**src/rtl/dmem_host_ctrl_pkg.sv**
```systemverilog
// Shared types and constants for the data-memory host sequencer.
// The state list includes ERROR, which is only reachable when the
// END watchdog (DMEM_HOST_CTRL_TIMEOUT_EN) is compiled in.
package dmem_host_ctrl_pkg;

  typedef enum logic [3:0] {
    IDLE    = 4'd0,
    LOAD    = 4'd1,
    KICK    = 4'd2,
    RUN     = 4'd3,
    RD_REQ  = 4'd4,
    RD_WAIT = 4'd5,
    RD_CAP  = 4'd6,
    STREAM  = 4'd7,
    DONE    = 4'd8,
    ERROR   = 4'd9
  } state_t;

  // Top-level data-memory address mux selections.
  localparam logic [1:0] SEL_CORE  = 2'b00;
  localparam logic [1:0] SEL_WRITE = 2'b01;
  localparam logic [1:0] SEL_READ  = 2'b10;

endpackage

```
**src/rtl/dmem_host_ctrl_word_addr_counter.sv**
```systemverilog
// Word offset counter used for both the load and the read-back walks.
// addr = base + offset (modulo 2^16); last flags offset == last_idx.
module word_addr_counter (
  input  logic        clk,
  input  logic        rst,
  input  logic [15:0] base,
  input  logic [15:0] last_idx,
  input  logic        clear,
  input  logic        inc,
  output logic [15:0] addr,
  output logic        last
);

  logic [15:0] count;

  // Offset register; clear wins over increment.
  always_ff @(posedge clk or posedge rst) begin
    if (rst) begin
      count <= 16'd0;
    end else if (clear) begin
      count <= 16'd0;
    end else if (inc) begin
      count <= count + 16'd1;
    end
  end

  assign addr = base + count;
  assign last = (count == last_idx);

endmodule

```
**src/rtl/dmem_host_ctrl.sv**
```systemverilog
// Host-side sequencer: loads operands into data memory, kicks the cores,
// waits for END, then reads the result block back and streams it out.
// Optional END watchdog enabled by defining DMEM_HOST_CTRL_TIMEOUT_EN.
module dmem_host_ctrl
  import dmem_host_ctrl_pkg::*;
#(
  parameter logic [15:0] LOAD_BASE      = 16'd0,
  parameter int unsigned LOAD_WORDS     = 64,
  parameter logic [15:0] RES_BASE       = 16'd128,
  parameter int unsigned RES_WORDS      = 16,
  parameter int unsigned TIMEOUT_CYCLES = 100000
) (
  input  logic        clk,
  input  logic        RESET,
  input  logic        go,
  input  logic        s_valid,
  input  logic [15:0] s_data,
  output logic        s_ready,
  output logic [15:0] current_addr,
  output logic [15:0] mem_data,
  output logic        write_from_tb,
  output logic [1:0]  addr_mux_select,
  output logic [15:0] ar_in,
  output logic        START,
  input  logic        END,
  input  logic [15:0] dmem_rdata,
  output logic        m_valid,
  output logic [15:0] m_data,
  input  logic        m_ready,
  output logic        busy,
  output logic        done,
  output logic        err
);

  localparam logic [15:0] LOAD_LAST = 16'(LOAD_WORDS - 32'd1);
  localparam logic [15:0] RES_LAST  = 16'(RES_WORDS - 32'd1);

  state_t      state;
  logic        load_flush;  // final load write is on the bus this cycle
  logic [15:0] load_addr;
  logic [15:0] res_addr;
  logic        load_last;
  logic        res_last;
  logic        load_hs;
  logic        res_hs;
  logic        cnt_clear;

  assign load_hs   = (state == LOAD) && s_valid && s_ready;
  assign res_hs    = (state == STREAM) && m_ready;
  assign cnt_clear = (state == DONE);

  word_addr_counter u_load_cnt (
    .clk      (clk),
    .rst      (RESET),
    .base     (LOAD_BASE),
    .last_idx (LOAD_LAST),
    .clear    (cnt_clear),
    .inc      (load_hs),
    .addr     (load_addr),
    .last     (load_last)
  );

  word_addr_counter u_res_cnt (
    .clk      (clk),
    .rst      (RESET),
    .base     (RES_BASE),
    .last_idx (RES_LAST),
    .clear    (cnt_clear),
    .inc      (res_hs),
    .addr     (res_addr),
    .last     (res_last)
  );

`ifdef DMEM_HOST_CTRL_TIMEOUT_EN
  logic [31:0] run_cnt;
`else
  assign err = 1'b0;
`endif

  // Session sequencer: state plus every registered output.
  always_ff @(posedge clk or posedge RESET) begin
    if (RESET) begin
      state           <= IDLE;
      load_flush      <= 1'b0;
      s_ready         <= 1'b0;
      current_addr    <= 16'd0;
      mem_data        <= 16'd0;
      write_from_tb   <= 1'b0;
      addr_mux_select <= SEL_WRITE;
      ar_in           <= 16'd0;
      START           <= 1'b0;
      m_valid         <= 1'b0;
      m_data          <= 16'd0;
      busy            <= 1'b0;
      done            <= 1'b0;
`ifdef DMEM_HOST_CTRL_TIMEOUT_EN
      run_cnt         <= 32'd0;
      err             <= 1'b0;
`endif
    end else begin
      write_from_tb <= 1'b0;
      done          <= 1'b0;
      case (state)
        IDLE: begin
          if (go) begin
            s_ready <= 1'b1;
            busy    <= 1'b1;
            state   <= LOAD;
          end
        end
        LOAD: begin
          if (load_flush) begin
            // Last write has issued on the write path; switch mux to the core.
            load_flush      <= 1'b0;
            addr_mux_select <= SEL_CORE;
            state           <= KICK;
          end else if (s_valid && s_ready) begin
            write_from_tb <= 1'b1;
            current_addr  <= load_addr;
            mem_data      <= s_data;
            if (load_last) begin
              s_ready    <= 1'b0;
              load_flush <= 1'b1;
            end
          end
        end
        KICK: begin
          // Mux already at core for one cycle; now release the cores.
          START <= 1'b1;
`ifdef DMEM_HOST_CTRL_TIMEOUT_EN
          run_cnt <= 32'd0;
`endif
          state <= RUN;
        end
        RUN: begin
          if (END) begin
            START           <= 1'b0;
            addr_mux_select <= SEL_READ;
            state           <= RD_REQ;
          end
`ifdef DMEM_HOST_CTRL_TIMEOUT_EN
          else if (run_cnt == TIMEOUT_CYCLES - 32'd1) begin
            START           <= 1'b0;
            addr_mux_select <= SEL_WRITE;
            err             <= 1'b1;
            state           <= ERROR;
          end else begin
            run_cnt <= run_cnt + 32'd1;
          end
`endif
        end
        RD_REQ: begin
          ar_in <= res_addr;
          state <= RD_WAIT;
        end
        RD_WAIT: begin
          // Covers the data-memory read latency.
          state <= RD_CAP;
        end
        RD_CAP: begin
          m_data  <= dmem_rdata;
          m_valid <= 1'b1;
          state   <= STREAM;
        end
        STREAM: begin
          if (m_ready) begin
            m_valid <= 1'b0;
            if (res_last) begin
              done  <= 1'b1;
              state <= DONE;
            end else begin
              state <= RD_REQ;
            end
          end
        end
        DONE: begin
          addr_mux_select <= SEL_WRITE;
          busy            <= 1'b0;
          state           <= IDLE;
        end
`ifdef DMEM_HOST_CTRL_TIMEOUT_EN
        ERROR: begin
          // Sticky until RESET; err and busy stay high.
          state <= ERROR;
        end
`endif
        default: begin
          state <= IDLE;
        end
      endcase
    end
  end

endmodule

```
**config.mk**
```make
export PLATFORM = sky130hd
export DESIGN_NAME = dmem_host_ctrl
export DESIGN_NICKNAME = d
export VERILOG_FILES = /design/src/rtl/dmem_host_ctrl_pkg.sv /design/src/rtl/dmem_host_ctrl_word_addr_counter.sv /design/src/rtl/dmem_host_ctrl.sv
export SDC_FILE = /design/constraint.sdc
export NUM_CORES = 1
export LEC_CHECK = 0
export CORE_ASPECT_RATIO = 0.7
export CORE_UTILIZATION = 40
export CTS_BUF_LIST = sky130_fd_sc_hd__clkbuf_16
export DETAILED_ROUTE_END_ITERATION = 7
export DONT_BUFFER_PORTS = 1
export GPL_TIMING_DRIVEN = 0
export PLACE_DENSITY_LB_ADDON = 0.12
export SLEW_MARGIN = 0
export SYNTH_ARGS = -nofsm -noshare
export SYNTH_HDL_FRONTEND = slang
export SYNTH_SLANG_ARGS = --single-unit
```
**constraint.sdc**
```tcl
create_clock -name clk -period 5.9 [get_ports clk]
set_input_delay 0.295 -clock clk [delete_from_list [all_inputs] [get_ports clk]]
set_output_delay 0.295 -clock clk [all_outputs]
set_load 0.05 [all_outputs]
```
==> results of run 1 <==
==> cells in the final DEF (no fill, tap or decap), types with 2 or more instances in the layout <==
| master | netlist | layout |
|---|---|---|
| dfrtp_1 | 108 | 108 |
| mux2_2 | 56 | 56 |
| nor2_1 | 25 | 25 |
| nand2_1 | 23 | 23 |
| a21oi_1 | 23 | 23 |
| nand3_1 | 16 | 16 |
| xnor2_1 | 13 | 13 |
| clkbuf_1 | 12 | 12 |
| o21ai_0 | 11 | 11 |
| nor3_1 | 9 | 9 |
| nand4_1 | 9 | 9 |
| or3_1 | 9 | 9 |
| clkbuf_16 | 0 | 9 |
| nor4_1 | 8 | 8 |
| inv_1 | 8 | 8 |
| xor2_1 | 8 | 8 |
| buf_2 | 6 | 6 |
| o31ai_1 | 6 | 6 |
| and4_1 | 5 | 5 |
| or4_1 | 5 | 5 |
| and3_1 | 3 | 3 |
| nand4b_1 | 3 | 3 |
| mux2i_1 | 3 | 3 |
| ha_1 | 3 | 3 |
| bufinv_16 | 0 | 3 |
| and2_1 | 2 | 2 |
| buf_1 | 2 | 2 |
| o211ai_1 | 2 | 2 |
| o21a_1 | 2 | 2 |
| clkinv_4 | 0 | 2 |
==> metrics by stage <==
step | cell area [µm²] | instances
final | 5280 | 568
after global routing | 5280 | 568
after CTS | 5280 | 568
after detailed placement | 4930 | 551
after global placement | 4900 | 550
after floorplan | 4710 | 397
==> per-layer routing <==
layer,GRT usage,vias to the layer above,routed length [µm]
met5,0,-,0
met3,0.0651,8,822
met4,0.0523,0,115
met2,0.239,110,3970
li1,-,1446,-
met1,0.233,1497,4730
==> kinds of logic (layout without fill, tap and decap cells) <==
group / Yosys count / count (layout)
AOI/OAI and AO/OA: 51 / 51
and+or+nand+nor: 123 / 123
DFF: 109 / 109
other: 1 / 1
buffers and inverters: 30 / 48
adders and majority gates: 3 / 3
muxes: 59 / 59
xor gates and xnor gates: 21 / 21
==> worst paths after layout <==
check / cells past startpoint / end / slack, ps / startpoint
worst max-delay path: 6 / mem_data[13]$_DFFE_PP0P_ / 2960 / state[1]$_DFFE_PP0P_
worst min-delay path: 1 / state[0]$_DFFE_PP0P_ / 80 / go
worst max register to register: 6 / mem_data[13]$_DFFE_PP0P_ / 2960 / state[1]$_DFFE_PP0P_
worst min register to register: 1 / u_load_cnt.count[9]$_DFFE_PP0P_ / 560 / u_load_cnt.count[9]$_DFFE_PP0P_
max in group asynchronous: 3 / mem_data[3]$_DFFE_PP0P_ / 4710 / RESET
min in group asynchronous: 2 / m_data[15]$_DFFE_PP0P_ / 480 / RESET
==> report_power, final <==
part           switching [mW]  total, mW  internal (mW)
clock network           0.263      0.676          0.413
registers               0.783       1.73          0.948
logic                   0.230      0.471          0.241
==> flip-flops by register name, indices dropped and copies added, names as in the netlist, 2 cells and up <==
signal and cells:
addr_mux_select 2, current_addr 16, u_res_cnt.count 16, state 4, m_data 16, ar_in 16
mem_data 16, u_load_cnt.count 16
==> area by class of cell <==
class                      instances  area (µm²)
tap                              153         191
clock inverter                     7         115
clock buffer                       9         225
sequential                       109        2730
buffer                            22         101
timing repair buffer               2        37.5
inverter                           8        32.5
multi-input combinational        258        1850
fill                            1055        5970
==> what timing repair did <==
action	4_1_cts	5_1_grt
setup endpoints to repair	0	0
endpoints found under the hold margin	40	0
buffers inserted	0	0
hold buffers	1	0
==> metrics, run 1 <==
Die W 132 µm; Most common cell on crit path buf_2; fmax roughly 340 MHz; post-synth top area cell dfrtp_1; Max stage delay on crit path approximately 860 ps; CTS tree done; clock root cell clkbuf_16; area fraction of the dominant cell type after synthesis 0.574; Slew Viols, Final 0; Hold Path Class input pin to flip-flop; initial antenna violation count 0; H-tree levels 3; Final Cycle Share 0.499; Post-synth EDFFs 0; DRC viols 0; largest family of logic cells by synthesized area multiplexers; Core ar. 11300 µm²; status complete, no violations; Synth area leaders dfrtp_1 (57%), mux2_2 (13%), a21oi_1 (2.4%), xnor2_1 (2.4%), nor2_1 (2.0%); RePlAce Congestion ~0.78; tightest hold margin 84.5 ps; Simple-Gate Fraction of Synth Area 0.139; syn nets about 440; post-synthesis mux area share 0.140; Max-Cap Viols 0; ant diodes 0; Final ANT Viol Nets 0; Final WS setup between 2000 and 3000 ps; Slowest-stage cell, CP nor3_1; clk buf depth 2; Critical Path RT between 6000 and 7000 ps; clock net sink count about 110; nature of the critical path endpoint flip-flop; element type at the critical path start flip-flop; final WL 9640 µm; prevailing post-synth register cell dfrtp_1; Synth Area per Inst between 10 and 15 µm²; Peak VDD IR ~0.35 mV; Arrival @ worst endpoint roughly 3200 ps; total grt overflow 0; vias per cell about 5.4; cell family with most CP delay simple AND/OR/NAND/NOR gates; xor and xnor fraction of the mapped netlist area 0.0391; Rel. slew slack 0.248; post-DP HPWL slightly below 7000 µm; Avg WL per Cell about 17 µm; total number of vias 3061; I/O pin count 111; initial core utilization 0.418; pwr dens 545 nW/µm²; nets@finish around 450; share of cells above drive strength 1 0.198; Yosys reg bits between 100 and 150; worst clock skew 7.09 ps; post-synthesis sequential area ratio 0.580; Final min period 2940 ps; dpl ws about 3000 ps; drt pass-1 iters 4; setup tns final 0 ps; Post-synth ARST share 1.00; Final setup violation count 0; DR iter-0 viols 178; commonest cells in the netlist dfrtp_1 (108), mux2_2 (56), nor2_1 (25), a21oi_1 (23), nand2_1 (23); vias in the first global route around 3100; largest net degree at the start of global routing 70; RSZ-0062 raised after global routing no; CP cell instances buf_6 -> or4b_1 -> buf_2 -> nor3_1 -> buf_2 -> mux2_2; Num CTS Buffers 9; power consumption 2.88 mW; cell area after synthesis roughly 4700 µm²; Synth Instances 397; gr usage total 0.168; count leader, synth dfrtp_1; leakage roughly 2.3 nW; Least-Margin Pin Slew roughly 1100 ps; DIE HEIGHT between 90 and 100 µm; port bufs 0; Worst-path clk slew roughly 70 ps; total die area 12200 µm²; Clock Latency Late Sink 340 ps; first-pass GRT wire length 15900 µm; CTS resizes 0; final hold violations 0; Yosys Warn Count 0; Cell variety after synth between 40 and 50; Util after Layout 0.469; Worst Setup Path Type flip-flop to flip-flop; # rows 32; CP Max Fanout 10; area share of fa/ha/maj cells after synthesis 0.00798; area growth from synthesis to layout 12.2%; Compound-Gate Fraction of Synth Area 0.0646; Crit path buffers/inverters 3
Note: power is estimated with default switching activity, not from simulation.
==> inputs of run 2 (changes only) <==
Clock period 5.9 ns to 3 ns, I/O delays scaled along.
==> run 2 against run 1 <==
Effect of this change: clock skew down 1.1 ps; wire length up 5.7%; cell count increased by 6.0%; critical path depth stayed put; clock power grew 66%; combinational power grew 110%; worst setup slack worse by 2600 ps; clock-buffer cell count stayed put; final area increased by 5.8%; sequential power increased by 97%; largest power group unchanged.
==> metrics, run 2 (same netlist as run 1, synthesis figures left out) <==
DIE HEIGHT 92.7 µm; Max Used Layer met4; # rows 32; Critical Path RT between 3000 and 4000 ps; element type at the critical path start flip-flop; total grt overflow 0; share of cells above drive strength 1 0.180; fmax 382 MHz; Core ar. 11300 µm²; finished layout cell area 5580 µm²; total number of vias roughly 3200; met2 WL post-DR approximately 4400 µm; Slew Viols, Final 0; RR Startpoint state[1]$_DFFE_PP0P_; area of the multi-input gates between 1500 and 2000 µm²; vias per cell approximately 5.3; Avg WL per Cell 16.9 µm; status complete, no violations; Least-Margin Pin Slew between 1000 and 1500 ps; Placed Instances 552; Worst Setup Path Type flip-flop to flip-flop; fillers 1013; RePlAce Congestion around 0.80; Final WS setup 379 ps; Arrival @ worst endpoint 2840 ps; commonest non-fill, non-tap cells in the layout dfrtp_1 (108), mux2_2 (56), dlygate4sd3_1 (36); initial antenna violation count 0; clock root cell clkbuf_16; hold depth 2; final hold violations 0; Max-Cap Viols 0; # Post-CTS Setup Buffers 0; worst clock skew between 5 and 6 ps; gr usage total 0.177; CP cell instances buf_6 -> or4b_1 -> buf_2 -> nor3_2 -> buf_2 -> mux2_2; Area after DPL roughly 4900 µm²; final WL 10200 µm; Slowest-stage cell, CP nor3_2; FF-to-FF End mem_data[13]$_DFFE_PP0P_; CTS tree done; Crit path buffers/inverters 3; vias in the first global route approximately 3200; setup tns final 0 ps; I/O pin count ~110; total die area roughly 12000 µm²; Final ANT Viol Nets 0; CP Max Fanout 10; largest net degree at the start of global routing a little over 40; Util after Layout 0.496; post-DP HPWL between 6000 and 7000 µm; area growth from synthesis to layout 18.6%; drt pass-1 iters 4; first-pass GRT wire length about 17000 µm; Clock Latency Late Sink about 340 ps; power consumption roughly 5.5 mW; Hold Path Class input pin to flip-flop; register area 2730 µm²; clock net sink count roughly 110; worst reg2reg path depth 6; Worst-path clk slew roughly 70 ps; setup slack, reg-to-reg between 300 and 400 ps; clk buf depth 2; RSZ-0062 raised after global routing no; dpl ws -63.5 ps; Final setup violation count 0; initial core utilization 0.418; cell family with most CP delay simple AND/OR/NAND/NOR gates; Final Cycle Share 0.874; DRC viols 0; tightest hold margin roughly 26 ps; hold path startpoint END; Rel. slew slack 0.293; final std cells w/o fill 602; DR iter-0 viols around 160; ant diodes 0; commonest non-fill, non-tap cell in the layout dfrtp_1; port bufs 0; Peak VDD IR 0.601 mV; routed wl met3 between 700 and 800 µm; pwr dens between 900 and 1000 nW/µm²; H-tree levels 3; Hold EP addr_mux_select[1]$_DFFE_PP0P_; Most common cell on crit path buf_2; nature of the critical path endpoint flip-flop; Die W 132 µm; leakage 2.41 nW; Met1 Wirelength roughly 5000 µm; nets@finish 487; Max stage delay on crit path between 500 and 600 ps; Num CTS Buffers 9; Final min period ~2600 ps
==> run 2: cell count changes in the layout (fill, tap and decap cells not counted) <==
cell and delta:
inv_4 -1, dlygate4sd3_1 +35, nor3_1 -2, bufinv_16 -2
clkinv_4 -2, clkinv_1 +2, nor3_2 +2, buf_16 -1
clkinvlp_4 +1, buf_12 +2
==> run 2: repair_timing <==
action | 4_1_cts | 5_1_grt
resized for setup | 1 | 1
setup endpoints to repair | 29 | 9
endpoints found under the hold margin | 69 | 0
hold buffers | 36 | 0
==> run 2: report_power, final <==
part           internal, mW  total [mW]  switching, mW
Sequential             1.86        3.41           1.54
Clock                 0.627        1.12          0.493
Combinational         0.507       0.982          0.475
Total                  3.00        5.51           2.51
==> run 2: routing by layer <==
layer,vias to the layer above,track usage
li1,1514,-
met5,-,0
met1,1583,0.240
met4,0,0.0494
met3,8,0.0629
met2,111,0.268
==> run 2: how the worst max path moves through the flow <==
| stage | endpoint | start | cells past startpoint |
|---|---|---|---|
| finish | mem_data[13]$_DFFE_PP0P_ | state[1]$_DFFE_PP0P_ | 6 |
| global route | ar_in[2]$_DFFE_PP0N_ | state[2]$_DFFE_PP0P_ | 4 |
| CTS | m_data[3]$_DFFE_PP0P_ | state[2]$_DFFE_PP0P_ | 5 |
| detailed placement | current_addr[3]$_DFFE_PP0P_ | state[1]$_DFFE_PP0P_ | 6 |
| global placement | mem_data[14]$_DFFE_PP0P_ | state[1]$_DFFE_PP0P_ | 6 |
| floorplan | u_load_cnt.count[15]$_DFFE_PP0P_ | state[1]$_DFFE_PP0P_ | 7 |
==> run 2: layout make-up <==
| type | count | share of cell area |
|---|---|---|
| Inverter | 8 | 0.00605 |
| Timing Repair Buffer | 38 | 0.0717 |
| Sequential cell | 109 | 0.489 |
| Tap cell | 153 | 0.0343 |
| Buffer | 22 | 0.0182 |
| Multi-Input combinational cell | 258 | 0.332 |
| Clock inverter | 5 | 0.00807 |
| Clock buffer | 9 | 0.0403 |
==> inputs of run 3 (changes only) <==
Settings changed: RECOVER_POWER set to 50.
==> run 3 against run 2 <==
Effect of this change: worst hold slack about the same; flip-flop and latch count unchanged; final area is 0.58% lower; largest power group unchanged; clock-buffer cell count stayed put; highest routed layer unchanged; worst setup slack about the same; sequential share of layout area rose by 0.29 points.
==> metrics, run 3 (same netlist as run 1, synthesis figures left out) <==
largest net degree at the start of global routing just over 40; share of cells above drive strength 1 0.180; commonest non-fill, non-tap cells in the layout dfrtp_1 (108), mux2_2 (56), dlygate4sd3_1 (36); RePlAce Congestion between 0.7 and 0.8; setup tns final 0 ps; Logic pwr share 0.177; pwr dens around 1000 nW/µm²; nets@finish around 490; # rows 32; Slowest-stage cell, CP nor3_2; Clock Latency Late Sink 340 ps; Hold Path Class input pin to flip-flop; Net Sw Frac 0.456; hold path startpoint END; Worst-path clk slew ~70 ps; final hold violations 0; total die area roughly 12000 µm²; nature of the critical path endpoint flip-flop; Die W between 100 and 150 µm; post-DP HPWL between 6000 and 7000 µm; clock net sink count 109; P_sw around 2.5 mW; Most common cell on crit path buf_2; Max stage delay on crit path between 500 and 600 ps; # Post-CTS Setup Buffers 0; DRC viols 0; Arrival @ worst endpoint between 2000 and 3000 ps; Final setup violation count 0; cell family with most CP delay simple AND/OR/NAND/NOR gates; initial antenna violation count 0; DR iter-0 viols between 150 and 200; total grt overflow 0; Slew Viols, Final 0; RSZ-0062 raised after global routing no; Peak VDD IR 0.586 mV; status complete, no violations; Max-Cap Viols 0; Worst Setup Path Type flip-flop to flip-flop; I/O pin count ~110; Util after Layout 0.493; vias in the first global route roughly 3200; commonest non-fill, non-tap cell in the layout dfrtp_1; Rel. slew slack 0.0644; power consumption 5.50 mW; Avg WL per Cell ~17 µm; final WL 10200 µm; gr usage total 0.177; initial core utilization 0.418; Num CTS Buffers 9; drt pass-1 iters 5; total number of vias between 3000 and 4000; first-pass GRT wire length 16800 µm; fmax approximately 380 MHz; H-tree levels 3; critical path launch point state[1]$_DFFE_PP0P_; clock root cell clkbuf_16; Final min period roughly 2600 ps; worst clock skew approximately 6 ps; share of power burned in registers 0.619; Crit path buffers/inverters 3; element type at the critical path start flip-flop; CTS tree done; RR Startpoint state[1]$_DFFE_PP0P_; DIE HEIGHT ~90 µm; Core ar. 11300 µm²; Internal 2.99 mW; vias per cell 5.33; CP cell instances buf_6 -> or4b_1 -> buf_2 -> nor3_2 -> buf_2 -> mux2_2; Least-Margin Pin Slew between 1000 and 1500 ps; leakage 2.40 nW; Final ANT Viol Nets 0; Critical Path RT between 3000 and 4000 ps; Final Cycle Share 0.874; CP Max Fanout 10; clk buf depth 2; fillers roughly 1000; area growth from synthesis to layout 17.9%; ant diodes 0; Clock power frac 0.203; port bufs 0
[run 3: layout make-up]
type                       count  area (µm²)  share of cell area
buffer                        22         101              0.0183
clock buffer                   9         225              0.0406
clock inverter                 5        45.0             0.00812
inverter                       8        31.3             0.00564
multi-input combinational    258        1860               0.334
sequential                   109        2730               0.492
tap                          153         191              0.0345
timing repair buffer          38         370              0.0667
[run 3: per-stage QoR]
stage | cells | hold slack, ps | worst slack (ps) | instance area (µm²)
after floorplan | 397 | 281 | 569 | 4710
after global placement | 550 | 282 | 66.6 | 4900
after detailed placement | 552 | 188 | -63.5 | 4940
after CTS | 602 | 9.90 | 316 | 5580
after global routing | 602 | 14.2 | 211 | 5550
final | 602 | 26.2 | 379 | 5550
[run 3: worst reg2reg max path, stage by stage (launching register included)]
cell	delay, ps
dfrtp_1	370
buf_6	140
or4b_1	490
buf_2	190
nor3_2	550
buf_2	390
mux2_2	380
[run 3: what timing repair did]
item	4_1_cts	5_1_grt
hold buffers	36	0
gates resized for setup	1	1
endpoints found under the hold margin	69	0
setup endpoints to repair	29	9
[run 3: routing by layer]
| metal | up-vias | part of all wire | track usage |
|---|---|---|---|
| li1 | 1514 | - | - |
| met1 | 1586 | 0.49 | 0.240 |
| met2 | 103 | 0.43 | 0.268 |
| met3 | 8 | 0.071 | 0.0629 |
| met4 | 0 | 0.0092 | 0.0494 |
| met5 | - | 0 | 0 |
[run 3: power by group through the flow]
stage | sequential (mW) | clock [mW] | combinational (mW)
after CTS | 3.41 | 1.16 | 0.979
final | 3.41 | 1.12 | 0.977
after floorplan | 3.34 | 0 | 0.781
after global routing | 3.47 | 1.20 | 1.09
after global placement | 3.43 | 0 | 0.900
after detailed placement | 3.44 | 0 | 0.943
[run 3: final timing paths]
kind / slack [ps] / to / cells past startpoint
min in group asynchronous: 580 / m_data[11]$_DFFE_PP0P_ / 2
worst max register to register: 380 / mem_data[13]$_DFFE_PP0P_ / 6
max in group asynchronous: 840 / mem_data[14]$_DFFE_PP0P_ / 3
worst min register to register: 560 / u_load_cnt.count[9]$_DFFE_PP0P_ / 1
worst max-delay path: 380 / mem_data[13]$_DFFE_PP0P_ / 6
worst min-delay path: 30 / addr_mux_select[1]$_DFFE_PP0P_ / 2
